===== config.mk =====
export PLATFORM = sky130hd
export DESIGN_NAME = axis_txn_sequencer
export DESIGN_NICKNAME = d
export VERILOG_FILES = /design/src/rtl/axis_txn_sequencer.sv
export SDC_FILE = /design/constraint.sdc
export NUM_CORES = 1
export LEC_CHECK = 0
export CAP_MARGIN = 15
export CORE_ASPECT_RATIO = 2
export CORE_MARGIN = 2
export CORE_UTILIZATION = 56
export DETAILED_ROUTE_END_ITERATION = 10
export PLACE_DENSITY_LB_ADDON = 0.1
export SLEW_MARGIN = 20
export SYNTH_ARGS = -nofsm -noshare
export SYNTH_HDL_FRONTEND = slang
export SYNTH_SLANG_ARGS = --single-unit

===== constraint.sdc =====
create_clock -name s_axis_aclk -period 2.4 [get_ports s_axis_aclk]
set_input_delay 0.48 -clock s_axis_aclk [delete_from_list [all_inputs] [get_ports s_axis_aclk]]
set_output_delay 0.48 -clock s_axis_aclk [all_outputs]
set_load 0.01 [all_outputs]

===== src/rtl/axis_txn_sequencer.sv =====
`default_nettype none
// ============================================================================
// Module   : axis_txn_sequencer
// Purpose  : Sequences one fixed-length AXI-Stream request (H2C -> probe)
//            followed by one fixed-length response (probe -> C2H). Only the
//            handshake and tlast are handled here; tdata/tkeep are wired
//            around this block. Length mismatches and a silent probe are
//            reported through sticky error flags.
// Revision : 1.0 - initial release
// ============================================================================
module axis_txn_sequencer #(
    parameter int VIP2DUT_WORDS_NUM = 16,
    parameter int DUT2VIP_WORDS_NUM = 16,
    parameter int TIMEOUT_CYCLES    = 4096
) (
    input  logic       s_axis_aclk,
    input  logic       s_axis_aresetn,
    input  logic       h2c_tvalid,
    input  logic       h2c_tlast,
    output logic       h2c_tready,
    output logic       prb_s_tvalid,
    input  logic       prb_s_tready,
    input  logic       prb_m_tvalid,
    input  logic       prb_m_tlast,
    output logic       prb_m_tready,
    output logic       c2h_tvalid,
    input  logic       c2h_tready,
    output logic [1:0] seq_state,
    output logic       err_len,
    output logic       err_timeout,
    input  logic       err_clr
);

    // Counter widths hold 0..max; a width of 1 keeps the watchdog legal when disabled.
    localparam int c_REQ_W = $clog2(VIP2DUT_WORDS_NUM + 1);
    localparam int c_RSP_W = $clog2(DUT2VIP_WORDS_NUM + 1);
    localparam int c_WD_W  = (TIMEOUT_CYCLES > 0) ? $clog2(TIMEOUT_CYCLES + 1) : 1;

    localparam logic [c_REQ_W-1:0] c_REQ_LAST = c_REQ_W'(VIP2DUT_WORDS_NUM);
    localparam logic [c_RSP_W-1:0] c_RSP_LAST = c_RSP_W'(DUT2VIP_WORDS_NUM);
    localparam logic [c_WD_W-1:0]  c_WD_LIMIT = c_WD_W'(TIMEOUT_CYCLES);

    localparam logic [1:0] c_ST_REQ   = 2'd0;
    localparam logic [1:0] c_ST_RSP   = 2'd1;
    localparam logic [1:0] c_ST_DRAIN = 2'd2;

    logic [1:0]         r_state;
    logic [c_REQ_W-1:0] r_req_cnt;
    logic [c_RSP_W-1:0] r_rsp_cnt;
    logic [c_WD_W-1:0]  r_wd_cnt;
    logic               r_err_len;
    logic               r_err_timeout;

    logic [1:0]         w_state_nxt;
    logic [c_REQ_W-1:0] w_req_cnt_nxt;
    logic [c_RSP_W-1:0] w_rsp_cnt_nxt;
    logic [c_WD_W-1:0]  w_wd_cnt_nxt;
    logic               w_set_len;
    logic               w_set_timeout;

    // Incremented counts never exceed the maximum, so they fit the counter width.
    logic [c_REQ_W-1:0] w_req_inc;
    logic [c_RSP_W-1:0] w_rsp_inc;
    logic [c_WD_W-1:0]  w_wd_inc;
    logic               w_rsp_done_len;

    assign w_req_inc      = r_req_cnt + c_REQ_W'(1);
    assign w_rsp_inc      = r_rsp_cnt + c_RSP_W'(1);
    assign w_wd_inc       = r_wd_cnt + c_WD_W'(1);
    assign w_rsp_done_len = (w_rsp_inc == c_RSP_LAST);

    assign seq_state   = r_state;
    assign err_len     = r_err_len;
    assign err_timeout = r_err_timeout;

    // Next-state, counter updates and zero-latency handshake routing per state.
    always_comb begin
        w_state_nxt   = r_state;
        w_req_cnt_nxt = r_req_cnt;
        w_rsp_cnt_nxt = r_rsp_cnt;
        w_wd_cnt_nxt  = r_wd_cnt;
        w_set_len     = 1'b0;
        w_set_timeout = 1'b0;
        h2c_tready    = 1'b0;
        prb_s_tvalid  = 1'b0;
        prb_m_tready  = 1'b0;
        c2h_tvalid    = 1'b0;

        case (r_state)
            c_ST_REQ: begin
                prb_s_tvalid = h2c_tvalid;
                h2c_tready   = prb_s_tready;
                if (h2c_tvalid && prb_s_tready) begin
                    if (w_req_inc == c_REQ_LAST) begin
                        w_req_cnt_nxt = '0;
                        if (h2c_tlast) begin
                            w_state_nxt = c_ST_RSP;
                        end else begin
                            // Packet is too long: swallow the rest up to its tlast.
                            w_set_len   = 1'b1;
                            w_state_nxt = c_ST_DRAIN;
                        end
                    end else if (h2c_tlast) begin
                        // Short packet: flag it and expect no response.
                        w_set_len     = 1'b1;
                        w_req_cnt_nxt = '0;
                    end else begin
                        w_req_cnt_nxt = w_req_inc;
                    end
                end
            end

            c_ST_DRAIN: begin
                h2c_tready = 1'b1;
                if (h2c_tvalid && h2c_tlast) begin
                    w_state_nxt = c_ST_REQ;
                end
            end

            c_ST_RSP: begin
                c2h_tvalid   = prb_m_tvalid;
                prb_m_tready = c2h_tready;
                if (prb_m_tvalid && c2h_tready) begin
                    // A handshake always beats a coincident watchdog expiry.
                    w_wd_cnt_nxt = '0;
                    if (prb_m_tlast || w_rsp_done_len) begin
                        w_state_nxt   = c_ST_REQ;
                        w_rsp_cnt_nxt = '0;
                        w_set_len     = prb_m_tlast ^ w_rsp_done_len;
                    end else begin
                        w_rsp_cnt_nxt = w_rsp_inc;
                    end
                end else if (TIMEOUT_CYCLES != 0) begin
                    if (w_wd_inc == c_WD_LIMIT) begin
                        w_set_timeout = 1'b1;
                        w_state_nxt   = c_ST_REQ;
                        w_req_cnt_nxt = '0;
                        w_rsp_cnt_nxt = '0;
                        w_wd_cnt_nxt  = '0;
                    end else begin
                        w_wd_cnt_nxt = w_wd_inc;
                    end
                end
            end

            default: begin
                w_state_nxt   = c_ST_REQ;
                w_req_cnt_nxt = '0;
                w_rsp_cnt_nxt = '0;
                w_wd_cnt_nxt  = '0;
            end
        endcase

        // Handshake outputs are held low for as long as reset is asserted.
        if (!s_axis_aresetn) begin
            h2c_tready   = 1'b0;
            prb_s_tvalid = 1'b0;
            prb_m_tready = 1'b0;
            c2h_tvalid   = 1'b0;
        end
    end

    // State, counters and sticky error flags; a new error wins over err_clr.
    always_ff @(posedge s_axis_aclk) begin
        if (!s_axis_aresetn) begin
            r_state       <= c_ST_REQ;
            r_req_cnt     <= '0;
            r_rsp_cnt     <= '0;
            r_wd_cnt      <= '0;
            r_err_len     <= 1'b0;
            r_err_timeout <= 1'b0;
        end else begin
            r_state   <= w_state_nxt;
            r_req_cnt <= w_req_cnt_nxt;
            r_rsp_cnt <= w_rsp_cnt_nxt;
            r_wd_cnt  <= w_wd_cnt_nxt;

            if (w_set_len) begin
                r_err_len <= 1'b1;
            end else if (err_clr) begin
                r_err_len <= 1'b0;
            end

            if (w_set_timeout) begin
                r_err_timeout <= 1'b1;
            end else if (err_clr) begin
                r_err_timeout <= 1'b0;
            end
        end
    end

endmodule
`default_nettype wire


* Yosys cells after proc, flatten, opt, wreduce, memory -nomap -nowiden
Cells that the tools add are included.
Word-level totals: bits of input ports 9, output and inout port bits 8, bits in registers 27
Operators by class: reduce and logical (&&, ||, !) cells 11, bitwise logic cells 3, eq/ne operators 12, $add $sub $neg 3, mux-type cells 41
Operator list (count):
- two-way mux 5 bit | 7
- two-way mux 13 bit | 2
- one-hot mux 13 bit (2 select lines) | 1
- two-way mux 1 bit | 19
- one-hot mux 5 bit (3 select lines) | 1
- two-way mux 2 bit | 7
- adder 13 x 1 -> 13 bit, second input constant | 1
- == test 13 bit, second input constant | 1
- adder 5 x 1 -> 5 bit, second input constant | 2
- == test 5 bit, second input constant | 2
- inequality test 2 bit, second input constant | 5
- one-hot mux 5 bit (2 select lines) | 1
- inequality test 3 bit, second input constant | 2
- one-hot mux 2 bit (3 select lines) | 1
- AND reduction 5 bit | 1
- one-hot mux 1 bit (2 select lines) | 2
- AND reduction 4 bit | 1
- nonzero test 2 bit | 2
- logical AND 1 bit | 3
- == test 2 x 1 -> 1 bit, second input constant | 1
- == test 2 bit, second input constant | 1
- zero test 2 bit | 1
- NOT 1 bit | 2
- AND reduction 2 bit | 1
- 3 further kinds | 3

* Longest topological paths before layout
depth in word-level cells 7, gate-level depth with buffers 9, mapped depth without buffers 9

* Least setup slack after synthesis
OpenSTA, ideal clock, no wires.
path kind register -> register, start point register r_wd_cnt[8], end point register r_rsp_cnt[2], clock period less this slack 2.167 ns, stages on the path, launching flop included 10, path slack 0.233 ns, required time 2.268 ns, data arrival time 2.036 ns, library setup time 0.132 ns, path through dfxtp_1 -> clkbuf_1 -> nand4_1 -> or4_4 -> o31a_1 -> or4_1 -> buf_2 -> buf_6 -> a21oi_1 -> nor3_1
On the way: word-level cells in the longest chain between the ends 4
Ends and longest elaborated chain:
- start: declaration | RTL line 50 | logic [c_WD_W-1:0] r_wd_cnt;
- start signal: assignment | RTL line 176 | r_wd_cnt <= w_wd_cnt_nxt;
- adder 13 x 1 -> 13 bit | RTL line 69 | assign w_wd_inc = r_wd_cnt + c_WD_W'(1);
- == test 13 bit | RTL line 134 | if (w_wd_inc == c_WD_LIMIT) begin
- inequality test 3 bit (no source line)
- AND reduction 2 bit (no source line)
- end signal: assignment | RTL line 175 | r_rsp_cnt <= w_rsp_cnt_nxt;
- end: declaration | RTL line 49 | logic [c_RSP_W-1:0] r_rsp_cnt;
Every way passes these cells. A chain may end at the register's enable or synchronous reset.

* Final worst setup path
start point input s_axis_aresetn, end point output prb_s_tvalid
On the way: word-level cells in the longest chain between the ends 1
Ends and longest elaborated chain:
- start: declaration | RTL line 17 | input logic s_axis_aresetn,
- two-way mux 1 bit | RTL line 155 | if (!s_axis_aresetn) begin
- end: declaration | RTL line 21 | output logic prb_s_tvalid,
Every way passes these cells.

==> results.json <==
{
  "outcome": "finished, final reports clean",
  "fin_crit_ps": 2332,
  "reg2reg_depth": 7,
  "post_synth.cell_area_avg_sq_um": 7.721,
  "syn_area_sq_um": 1714,
  "nets": 258,
  "synth_cell_type_count": 53,
  "io_buffer_count": 16,
  "die_w_microns": 43.12,
  "worstMarginPinSlew_ps": 430.5,
  "post-cts-setup-buffer-count": 0,
  "worstHoldPathCells": 1,
  "skew_ps": 2.748,
  "relSlewSlack_pct": 70.56,
  "crit_path_start_kind": "input port",
  "hpwl_microns": 3330,
  "grt_max_degree": 20,
  "h-tree-depth": 1,
  "cts_root_buf": "clkbuf_8",
  "r2r_slack_ps": 120,
  "drtPass1Iterations": 4,
  "synthFlopType": "dfxtp_1",
  "ant_nets": 0,
  "start_util_pct": 58.25,
  "holdPathEnd": "r_req_cnt[2]$_SDFFE_PN0P_",
  "wl_per_cell_microns": 16.60,
  "p_leak_nw": 0.7246,
  "synth_seq_area_share_pct": 31.53,
  "grt_first_pass_wirelength_microns": 7534,
  "dieArea_sq_um": 3546,
  "core-area_sq_um": 2943,
  "antennaDiodeCount": 0,
  "dpl.cell_count": 270,
  "drc_errors": 0,
  "layoutNonFillerInstCount": 274,
  "drive_gt1_share_pct": 13.11,
  "cts_sinks": 27,
  "numCtsBuffers": 3,
  "worstSetupPathType": "in -> out",
  "grt_pass1_vias": 1789,
  "synth-seq-cells": 27,
  "fin_crit_sh_pct": 97.18,
  "required_ps": 1920,
  "min_from": "r_req_cnt[2]$_SDFFE_PN0P_",
  "clk_pin_slew_worst_paths_ps": 90,
  "cap_viol_max_count": 0,
  "antenna_found_initial": 0,
  "overflow": 0,
  "vdd_drop_max_v": 0.0004416,
  "clock.fmax_ghz": 0.4287,
  "syn-num-nets": 235,
  "die_height_microns": 82.24,
  "clock_path_buffers": 2,
  "worstSkewPairLatency_ps": 270,
  "grtUsageTotal_pct": 26.91,
  "synth_warnings": 0,
  "total_power_mw": 0.7724,
  "syn2layout_area_growth_pct": 19.42,
  "rsz0062_at_grt": "false",
  "worstReg2RegStart": "r_wd_cnt[8]$_SDFFE_PN0P_",
  "num_io_pins": 17,
  "drtIter0Drc": 49,
  "gp_routability_congestion": 0.9384,
  "finalSetupViolations": 0,
  "cts_resized": 0,
  "rows": 28,
  "cts_tree": "built",
  "fin_setup_tns_ps": 0,
  "wirelength_microns": 4549,
  "hp-class": "reg -> reg",
  "end_kind": "primary output",
  "route.vias.total": 1788,
  "async_flop_share_pct": 0,
  "r2r_end": "r_rsp_cnt[4]$_SDFFE_PN0P_",
  "cp.arrival_ps": 1850,
  "powerDensity_nw_per_um2": 377.3,
  "synth_cells": 222,
  "vias_per_cell": 6.526,
  "cp_max_fo": 6,
  "hold_viol": 0,
  "cts.hold.buffers_added": 0,
  "drv_slew": 0,
  "synth_edf_count": 0
}
## cells in the mapped netlist, drive strengths merged (2+ instances only)
| cell | count | area, sq um |
|---|---|---|
| a21oi | 13 | 65.06 |
| a22oi | 2 | 15.01 |
| a311oi | 2 | 17.52 |
| a31oi | 7 | 43.79 |
| a41oi | 2 | 17.52 |
| and2 | 3 | 18.77 |
| and3 | 5 | 31.28 |
| buf | 4 | 25.02 |
| clkbuf | 9 | 33.78 |
| dfxtp | 27 | 540.5 |
| ha | 4 | 50.05 |
| inv | 5 | 18.77 |
| mux2i | 4 | 40.04 |
| nand2 | 29 | 111.4 |
| nand2b | 4 | 25.02 |
| nand3 | 17 | 97.60 |
| nand3b | 3 | 22.52 |
| nand4 | 8 | 50.05 |
| nand4b | 3 | 26.28 |
| nor2 | 15 | 56.30 |
| nor2b | 4 | 25.02 |
| nor3 | 6 | 30.03 |
| nor3b | 3 | 22.52 |
| nor4 | 3 | 18.77 |
| o2111ai | 2 | 17.52 |
| o211ai | 2 | 15.01 |
| o21ai | 9 | 48.80 |
| o21bai | 3 | 22.52 |
| o31a | 2 | 17.52 |
| or4 | 4 | 33.78 |
| xor2 | 2 | 17.52 |
## critical path, cell delays in order
cell and delay (ps):
clkdlybuf4s50_1 520, buf_4 160, and3_1 160, clkdlybuf4s50_1 540
## layer usage
layer	vias to the layer above	GRT usage [%]	routed length (microns)
li1	878	-	-
met1	848	28.42	1755
met2	49	51.34	2574
met3	13	3.261	137
met4	0	11.82	82
met5	-	0	0
## cell families after synthesis
kind of cell / synth area share, %
simple gates: 35.26
compound gates: 21.68
flops: 31.53
buf+inv: 4.744
mux: 2.336
fa+ha+maj: 2.920
xor+xnor: 1.533
## cells in the final DEF (no fill, tap or decap), types with 3 or more instances in the layout
master,count
nor3b_1,3
and3_1,5
nand2b_1,4
ha_1,4
mux2i_1,4
clkdlybuf4s50_1,15
nand4_1,8
dfxtp_1,26
nor2_1,14
a21oi_1,13
nand2_1,28
nand4b_1,3
nand3_1,15
o21bai_1,3
and2_1,3
buf_4,15
a31oi_1,7
nor2b_1,4
o21ai_0,8
nand3b_1,3
inv_1,5
nor3_1,6
clkbuf_8,3
## power breakdown
part	internal (mW)	switching [mW]	total (mW)
combinational	0.0295	0.0329	0.0624
clock	0.116	0.142	0.259
sequential	0.449	0.00195	0.451
total	0.595	0.177	0.772
## flip-flops by register name, summed over array words and instances (netlist names)
register     flops
r_wd_cnt        13
r_req_cnt        5
r_rsp_cnt        5
seq_state        2
err_len          1
err_timeout      1
## how the worst max path moves through the flow
stage,depth (start not counted),slack (ps),from,endpoint
2_1_floorplan,9,230,r_wd_cnt[8]$_SDFFE_PN0P_,r_rsp_cnt[2]$_SDFFE_PN0P_
3_3_place_gp,5,50,s_axis_aresetn,h2c_tready
3_5_place_dp,5,40,s_axis_aresetn,h2c_tready
4_1_cts,5,2,s_axis_aresetn,h2c_tready
5_1_grt,4,30,s_axis_aresetn,prb_s_tvalid
6_report,4,70,s_axis_aresetn,prb_s_tvalid
## area by class of cell
cell class	instances	area (sq um)
clock buffers	3	41.29
inverters	6	22.52
fillers	258	895.9
repair buffers	31	275.3
flip-flops and latches	27	541.8
well taps	30	37.54
clock inverters	1	5.005
multi-input cells	176	1124
## metrics by stage
| stage | worst slack, ps | hold WS (ps) | instance area [sq um] | util (%) |
|---|---|---|---|---|
| 2_1_floorplan | 232.5 | 449.2 | 1714 | - |
| 3_3_place_gp | 49.50 | 462.0 | 1966 | 66.79 |
| 3_5_place_dp | 42.64 | 480.4 | 1966 | 66.79 |
| 4_1_cts | 1.859 | 496.5 | 2012 | 68.37 |
| 5_1_grt | 34.28 | 520.6 | 2047 | 69.56 |
| 6_report | 67.57 | 492.2 | 2047 | 69.56 |
(Power assumes the default switching activity.)
